File: config.mk
export PLATFORM = sky130hd
export DESIGN_NAME = mem_bus_arbiter
export DESIGN_NICKNAME = d
export VERILOG_FILES = /design/src/rtl/mem_bus_arbiter_pkg.sv /design/src/rtl/mem_bus_arbiter_spi_req_latch.sv /design/src/rtl/mem_bus_arbiter.sv
export SDC_FILE = /design/constraint.sdc
export NUM_CORES = 1
export LEC_CHECK = 0
export BUFFER_PORTS_ARGS = -buffer_cell sky130_fd_sc_hd__buf_2
export CAP_MARGIN = 15
export CORE_ASPECT_RATIO = 0.6
export CORE_MARGIN = 2
export CORE_UTILIZATION = 50
export CTS_BUF_LIST = sky130_fd_sc_hd__clkbuf_16
export CTS_CLUSTER_DIAMETER = 100
export DETAILED_ROUTE_END_ITERATION = 16
export GPL_ROUTABILITY_DRIVEN = 0
export GPL_TIMING_DRIVEN = 0
export PLACE_DENSITY_LB_ADDON = 0.15
export SETUP_SLACK_MARGIN = 0.3
export SYNTH_ARGS = -nofsm -noshare
export SYNTH_HDL_FRONTEND = slang
export SYNTH_SLANG_ARGS = --single-unit
File: constraint.sdc
create_clock -name clk -period 5.4 [get_ports clk]
set_input_delay 1.08 -clock clk [delete_from_list [all_inputs] [get_ports clk]]
set_output_delay 1.08 -clock clk [all_outputs]
set_load 0.05 [all_outputs]
File: src/rtl/mem_bus_arbiter_pkg.sv
// Shared types for the BRAM arbiter: FSM state encoding and byte-lane enables.
// Pure declarations; no latency or backpressure of its own.
package mem_bus_arbiter_pkg;

    typedef enum logic [2:0] {
        IDLE,
        CPU_RD,
        CPU_HOLD,
        SPI_RD,
        SPI_WR
    } state_t;

    localparam logic [1:0] BE_UPPER = 2'b10;
    localparam logic [1:0] BE_LOWER = 2'b01;

    // Big-endian byte addressing: even byte lives in D15:8.
    function automatic logic [1:0] spi_be(input logic odd);
        return odd ? BE_LOWER : BE_UPPER;
    endfunction

endpackage

File: src/rtl/mem_bus_arbiter_spi_req_latch.sv
// One-deep SPI request holding register with sticky overflow; a new pulse is
// visible the same clock (bypass), a pulse onto an unconsumed request replaces it.
module spi_req_latch #(
    parameter int ADDR_BITS = 15
) (
    input  logic                 clk,
    input  logic                 reset,
    input  logic                 rd,
    input  logic                 wr,
    input  logic [ADDR_BITS:0]   addr,
    input  logic [7:0]           di,
    input  logic                 start,
    output logic                 vld,
    output logic                 req_wr,
    output logic [ADDR_BITS:0]   req_addr,
    output logic [7:0]           req_di,
    output logic                 ovf
);

    logic                 pend;
    logic                 pulse;
    logic                 p_wr;
    logic [ADDR_BITS:0]   p_addr;
    logic [7:0]           p_di;

    // A held request is older than an incoming pulse, so it is served first.
    always_comb begin
        pulse    = rd || wr;
        vld      = pend || pulse;
        req_wr   = pend ? p_wr   : wr;
        req_addr = pend ? p_addr : addr;
        req_di   = pend ? p_di   : di;
    end

    always_ff @(posedge clk) begin
        if (reset) begin
            pend   <= 1'b0;
            ovf    <= 1'b0;
            p_wr   <= 1'b0;
            p_addr <= '0;
            p_di   <= '0;
        end else begin
            if (pulse) begin
                p_wr   <= wr;
                p_addr <= addr;
                p_di   <= di;
            end
            pend <= pulse ? (pend || !start) : (pend && !start);
            if (pulse && pend && !start)
                ovf <= 1'b1;
        end
    end

endmodule

File: src/rtl/mem_bus_arbiter.sv
// Shares a single-port BRAM between the 68k bus and the SPI loader; CPU reads take
// RD_LATENCY+1 clocks to DTACK, writes 1; SPI stalls the CPU by at most one access.
module mem_bus_arbiter
    import mem_bus_arbiter_pkg::*;
#(
    parameter int ADDR_BITS  = 15,
    parameter int RD_LATENCY = 1
) (
    input  logic                 clk,
    input  logic                 reset,
    input  logic                 cpu_as_n,
    input  logic                 cpu_rw,
    input  logic                 cpu_uds_n,
    input  logic                 cpu_lds_n,
    input  logic                 cpu_sel,
    input  logic [ADDR_BITS-1:0] cpu_addr,
    input  logic [15:0]          cpu_dout,
    output logic [15:0]          cpu_din,
    output logic                 cpu_dtack_n,
    input  logic                 spi_rd,
    input  logic                 spi_wr,
    input  logic [ADDR_BITS:0]   spi_addr,
    input  logic [7:0]           spi_di,
    output logic [7:0]           spi_do,
    output logic                 spi_ack,
    output logic                 spi_ovf,
    output logic [ADDR_BITS-1:0] mem_addr,
    output logic [15:0]          mem_din,
    output logic                 mem_we,
    output logic [1:0]           mem_be,
    input  logic [15:0]          mem_dout
);

    localparam logic [1:0] LAT = 2'(RD_LATENCY);

    state_t               state;
    logic [1:0]           cnt;
    logic                 served;
    logic                 ret_hold;
    logic                 abort;
    logic                 cur_lo;

    logic                 req_vld;
    logic                 req_wr;
    logic [ADDR_BITS:0]   req_addr;
    logic [7:0]           req_di;

    logic                 cpu_req;
    logic                 cnt_done;
    logic                 spi_done;
    logic                 back_hold;
    logic                 free;
    logic                 hold_free;
    logic                 start;

    spi_req_latch #(.ADDR_BITS(ADDR_BITS)) u_req (
        .clk      (clk),
        .reset    (reset),
        .rd       (spi_rd),
        .wr       (spi_wr),
        .addr     (spi_addr),
        .di       (spi_di),
        .start    (start),
        .vld      (req_vld),
        .req_wr   (req_wr),
        .req_addr (req_addr),
        .req_di   (req_di),
        .ovf      (spi_ovf)
    );

    // free: memory idle with no CPU cycle parked; hold_free: memory idle while the
    // CPU sits in its DTACK phase. An SPI completion dispatches the next access
    // directly so a queued CPU read loses only one SPI access worth of clocks.
    always_comb begin
        cpu_req   = cpu_sel && !cpu_as_n && (!cpu_uds_n || !cpu_lds_n) && !served;
        cnt_done  = (cnt == LAT);
        spi_done  = (state == SPI_WR) || (state == SPI_RD && cnt_done);
        back_hold = ret_hold && !cpu_as_n;
        free      = (state == IDLE) || (spi_done && !back_hold);
        hold_free = (state == CPU_HOLD && !cpu_as_n) || (spi_done && back_hold);
        start     = req_vld && (free || hold_free);
    end

    always_ff @(posedge clk) begin
        if (reset) begin
            state       <= IDLE;
            cnt         <= '0;
            served      <= 1'b0;
            ret_hold    <= 1'b0;
            abort       <= 1'b0;
            cur_lo      <= 1'b0;
            cpu_din     <= '0;
            cpu_dtack_n <= 1'b1;
            spi_do      <= '0;
            spi_ack     <= 1'b0;
            mem_addr    <= '0;
            mem_din     <= '0;
            mem_we      <= 1'b0;
            mem_be      <= '0;
        end else begin
            mem_we  <= 1'b0;
            spi_ack <= 1'b0;
            if (cpu_as_n)
                served <= 1'b0;
            if (state == CPU_HOLD && !cpu_as_n) begin
                cpu_dtack_n <= 1'b0;
                served      <= 1'b1;
            end
            if (spi_done) begin
                spi_ack <= 1'b1;
                if (state == SPI_RD)
                    spi_do <= cur_lo ? mem_dout[7:0] : mem_dout[15:8];
                if (ret_hold && cpu_as_n)
                    cpu_dtack_n <= 1'b1;
            end

            if (start) begin
                ret_hold <= hold_free;
                cur_lo   <= req_addr[0];
                cnt      <= '0;
                mem_addr <= req_addr[ADDR_BITS:1];
                mem_be   <= spi_be(req_addr[0]);
                if (req_wr) begin
                    mem_we  <= 1'b1;
                    mem_din <= {req_di, req_di};
                    state   <= SPI_WR;
                end else begin
                    state   <= SPI_RD;
                end
            end else if (free) begin
                ret_hold <= 1'b0;
                if (cpu_req) begin
                    mem_addr <= cpu_addr;
                    mem_be   <= {!cpu_uds_n, !cpu_lds_n};
                    cnt      <= '0;
                    abort    <= 1'b0;
                    if (cpu_rw) begin
                        state <= CPU_RD;
                    end else begin
                        mem_we  <= 1'b1;
                        mem_din <= cpu_dout;
                        state   <= CPU_HOLD;
                    end
                end else begin
                    state <= IDLE;
                end
            end else if (hold_free) begin
                state <= CPU_HOLD;
            end else begin
                case (state)
                    CPU_RD: begin
                        if (cnt_done) begin
                            cpu_din <= mem_dout;
                            if (abort || cpu_as_n) begin
                                state <= IDLE;
                            end else begin
                                cpu_dtack_n <= 1'b0;
                                served      <= 1'b1;
                                state       <= CPU_HOLD;
                            end
                        end else begin
                            cnt <= cnt + 2'd1;
                            if (cpu_as_n)
                                abort <= 1'b1;
                        end
                    end
                    CPU_HOLD: begin
                        cpu_dtack_n <= 1'b1;
                        state       <= IDLE;
                    end
                    SPI_RD:  cnt   <= cnt + 2'd1;
                    default: state <= IDLE;
                endcase
            end
        end
    end

endmodule
==> impl_metrics.json <==
{
  "status": "finished, final reports clean",
  "slew_headroom_pct": 55.6,
  "report.final.slew_viol_count": 0,
  "dominantRegCellSynth": "dfxtp_1",
  "crit_arrival_ns": 2.88,
  "fillers": 776,
  "leakagePower_nw": 2.45,
  "die_y_um": 77.1,
  "cap_violations": 0,
  "yosysTopAreaCell": "dfxtp_1",
  "syn_avg_cell_area_um2": 8.89,
  "clk-insertion-delay-late_ns": 0.34,
  "path_clk_slew_ns": 0.06,
  "power_density_mw_per_mm2": 396,
  "r2r_start": "cnt[1]",
  "irDropWorstVdd_mv": 0.213,
  "drc": 0,
  "post-dp-hpwl_um": 9240,
  "vias_per_cell": 5.44,
  "worst_slew_pin_slew_ns": 0.666,
  "start_util_pct": 51.9,
  "top_layer": "met4",
  "crit_required_ns": 5.63,
  "ys.warnings.count": 0,
  "clk_path_buf_depth": 2,
  "drt-wirelength-per-cell_um": 15.9,
  "clock-skew-final_ns": 0.00668,
  "crit_type": "input pin to flop",
  "place_area_mm2": 0.00529,
  "ys_types": 43,
  "synth-seq-cells": 96,
  "critPathLaunch": "spi_wr",
  "crit_slowest_cell": "nor3_1",
  "ys_seq_area_share_pct": 43.2,
  "syn_to_final_growth_pct": 25.3,
  "cts_resized": 0,
  "grt_start_max_net_pins": 16,
  "end_kind": "flop",
  "die-area_mm2": 0.00970,
  "cts.sinks": 96,
  "grt.overflow.total": 0,
  "antenna_left": 0,
  "routed_wl_um": 12200,
  "finalSetupTns_ns": 0,
  "path_cells": "buf_2 -> nor3_1 -> a211o_1 -> nor2_1 -> a31oi_4 -> buf_6 -> mux2_4",
  "netlist_instances": 501,
  "met2_length_um": 5420,
  "n_antenna_cell": 0,
  "netlist_area_mm2": 0.00445,
  "drtIter0Drc": 269,
  "async_flop_share_pct": 0,
  "rows": 26,
  "hp-class": "flop to flop",
  "fp.coreArea_mm2": 0.00859,
  "cts_tree": "yes",
  "ctsHoldBuffers": 0,
  "io_pins": 141,
  "seq_area_mm2": 0.00192,
  "nNetsFinal": 732,
  "synthTopCellsByArea": "dfxtp_1 (43%), mux2i_1 (9.7%), nand2_1 (7.2%), a211oi_1 (6.9%), a21oi_1 (5.2%)",
  "cts_max_level": 3,
  "final.min_clock_period_ns": 2.64,
  "multiInputGateArea_mm2": 0.00229,
  "setup_viol": 0,
  "critPathMaxFanout": 10,
  "power_w": 0.00221,
  "synth-edff-count": 0,
  "antenna_found_initial": 0,
  "hold_viol": 0,
  "met3_length_um": 677,
  "vias": 4176,
  "die_w_um": 126,
  "cts-root-buf": "clkbuf_16",
  "synth_top_area_share_pct": 43.2,
  "firstDrtPassIters": 7,
  "synth_nets": 582,
  "startpoint_type": "input pin",
  "min_from": "u_req.p_di[1]",
  "stdcell_area_mm2": 0.00558,
  "cts_setup_buffers": 0,
  "drive_gt1_share_pct": 29.4,
  "rsz0062_at_grt": "no",
  "grt_pass1_wl_um": 19600,
  "slowest_delay_ns": 0.43,
  "grt_pass1_vias": 3991,
  "grt_usage_pct": 25.4,
  "drt-met1-wl_um": 5890,
  "timing.final.crit_share_pct": 49.0,
  "fmax_mhz": 378,
  "numPortBuffers": 139,
  "numCtsBuffers": 9
}
## power breakdown
part / total (W) / internal [W] / switching, W
sequential: 0.000828 / 0.000788 / 0.0000401
clock: 0.000625 / 0.000354 / 0.000271
combinational: 0.000756 / 0.000263 / 0.000493
total: 0.00221 / 0.00141 / 0.000804
## path summary, 6_finish.rpt
| kind | slack [ns] | end | cells past startpoint |
|---|---|---|---|
| max | 2.76 | mem_din[12] | 7 |
| min | 0.45 | u_req.p_di[1] | 2 |
| max reg2reg | 3.07 | mem_din[12] | 9 |
| min reg2reg | 0.45 | u_req.p_di[1] | 2 |
## cell usage after synthesis (all sizes together) (5+ instances only)
master,instances
buf,14
a31oi,5
nand2,86
a211oi,41
o21ai,7
a21oi,47
nor2,33
mux2,24
mux2i,43
inv,11
nor2b,34
clkbuf,25
dfxtp,96
nand2b,5
## flip-flops by register name, indices dropped and copies added, names as in the netlist
register / count
mem_din: 16
u_req.p_di: 8
abort: 1
mem_be: 2
cpu_dtack_n: 1
served: 1
cnt: 2
mem_we: 1
ret_hold: 1
cur_lo: 1
mem_addr: 15
u_req.p_wr: 1
u_req.pend: 1
cpu_din: 16
spi_ack: 1
state: 3
u_req.ovf: 1
u_req.p_addr: 16
spi_do: 8
## metrics by stage
step / hold WS [ns] / instances / util [%] / setup WS, ns
after global placement: 0.434 / 752 / 61.6 / 2.40
after floorplan: 0.428 / 501 / - / 2.88
after detailed placement: 0.445 / 752 / 61.6 / 2.41
final: 0.455 / 768 / 64.9 / 2.76
after global routing: 0.474 / 768 / 64.9 / 2.57
after CTS: 0.454 / 768 / 64.9 / 2.77
## logic make-up (layout without fill, tap and decap cells)
family / count (synthesis) / after routing / share of synthesized area, %
buf+inv: 50 / 205 / 5.37
fa+ha+maj: 1 / 1 / 0.281
simple gates: 177 / 177 / 18.2
mux: 67 / 67 / 16.5
flops: 96 / 96 / 43.2
compound gates: 110 / 110 / 16.5
## layout by cell type, fill, tap and decap left out, types with 2 or more instances in the layout
cell        instances
nor2_1             33
or2_2               2
nor4_1              2
buf_6               5
nand2_1            86
mux2_4              9
clkinvlp_4          3
a31oi_1             4
clkinv_1            2
o21ai_0             7
nand2b_1            5
dfxtp_1            96
mux2_2             15
buf_2             144
buf_4               2
nor3_1              3
nor2b_1            34
mux2i_1            43
inv_1              12
a211oi_1           41
nand3_1             4
clkbuf_16           9
a21oi_1            46
clkbuf_1           25
buf_1               2
## routing by layer
layer  track usage [%]  up-vias
li1                  -     2035
met2              39.6      131
met4              8.24        0
met1              34.8     1994
met3              6.07       16
met5                 0        -
## area by class of cell
cell class	count	area share [%]
Tap cell	112	2.51
Clock inverter	7	1.14
Sequential cell	96	34.5
Buffer	39	3.54
Timing Repair Buffer	139	12.5
Inverter	11	0.740
Multi-Input combinational cell	355	41.1
Clock buffer	9	4.04
## worst max-delay path: cells and delay by family
family	cells	cell delay [ns]
AND/OR/NAND/NOR	2	0.53
AO/OA/AOI/OAI	2	0.59
buffers and inverters	2	0.35
multiplexers	1	0.31
Power figures use the tool's default switching activity.
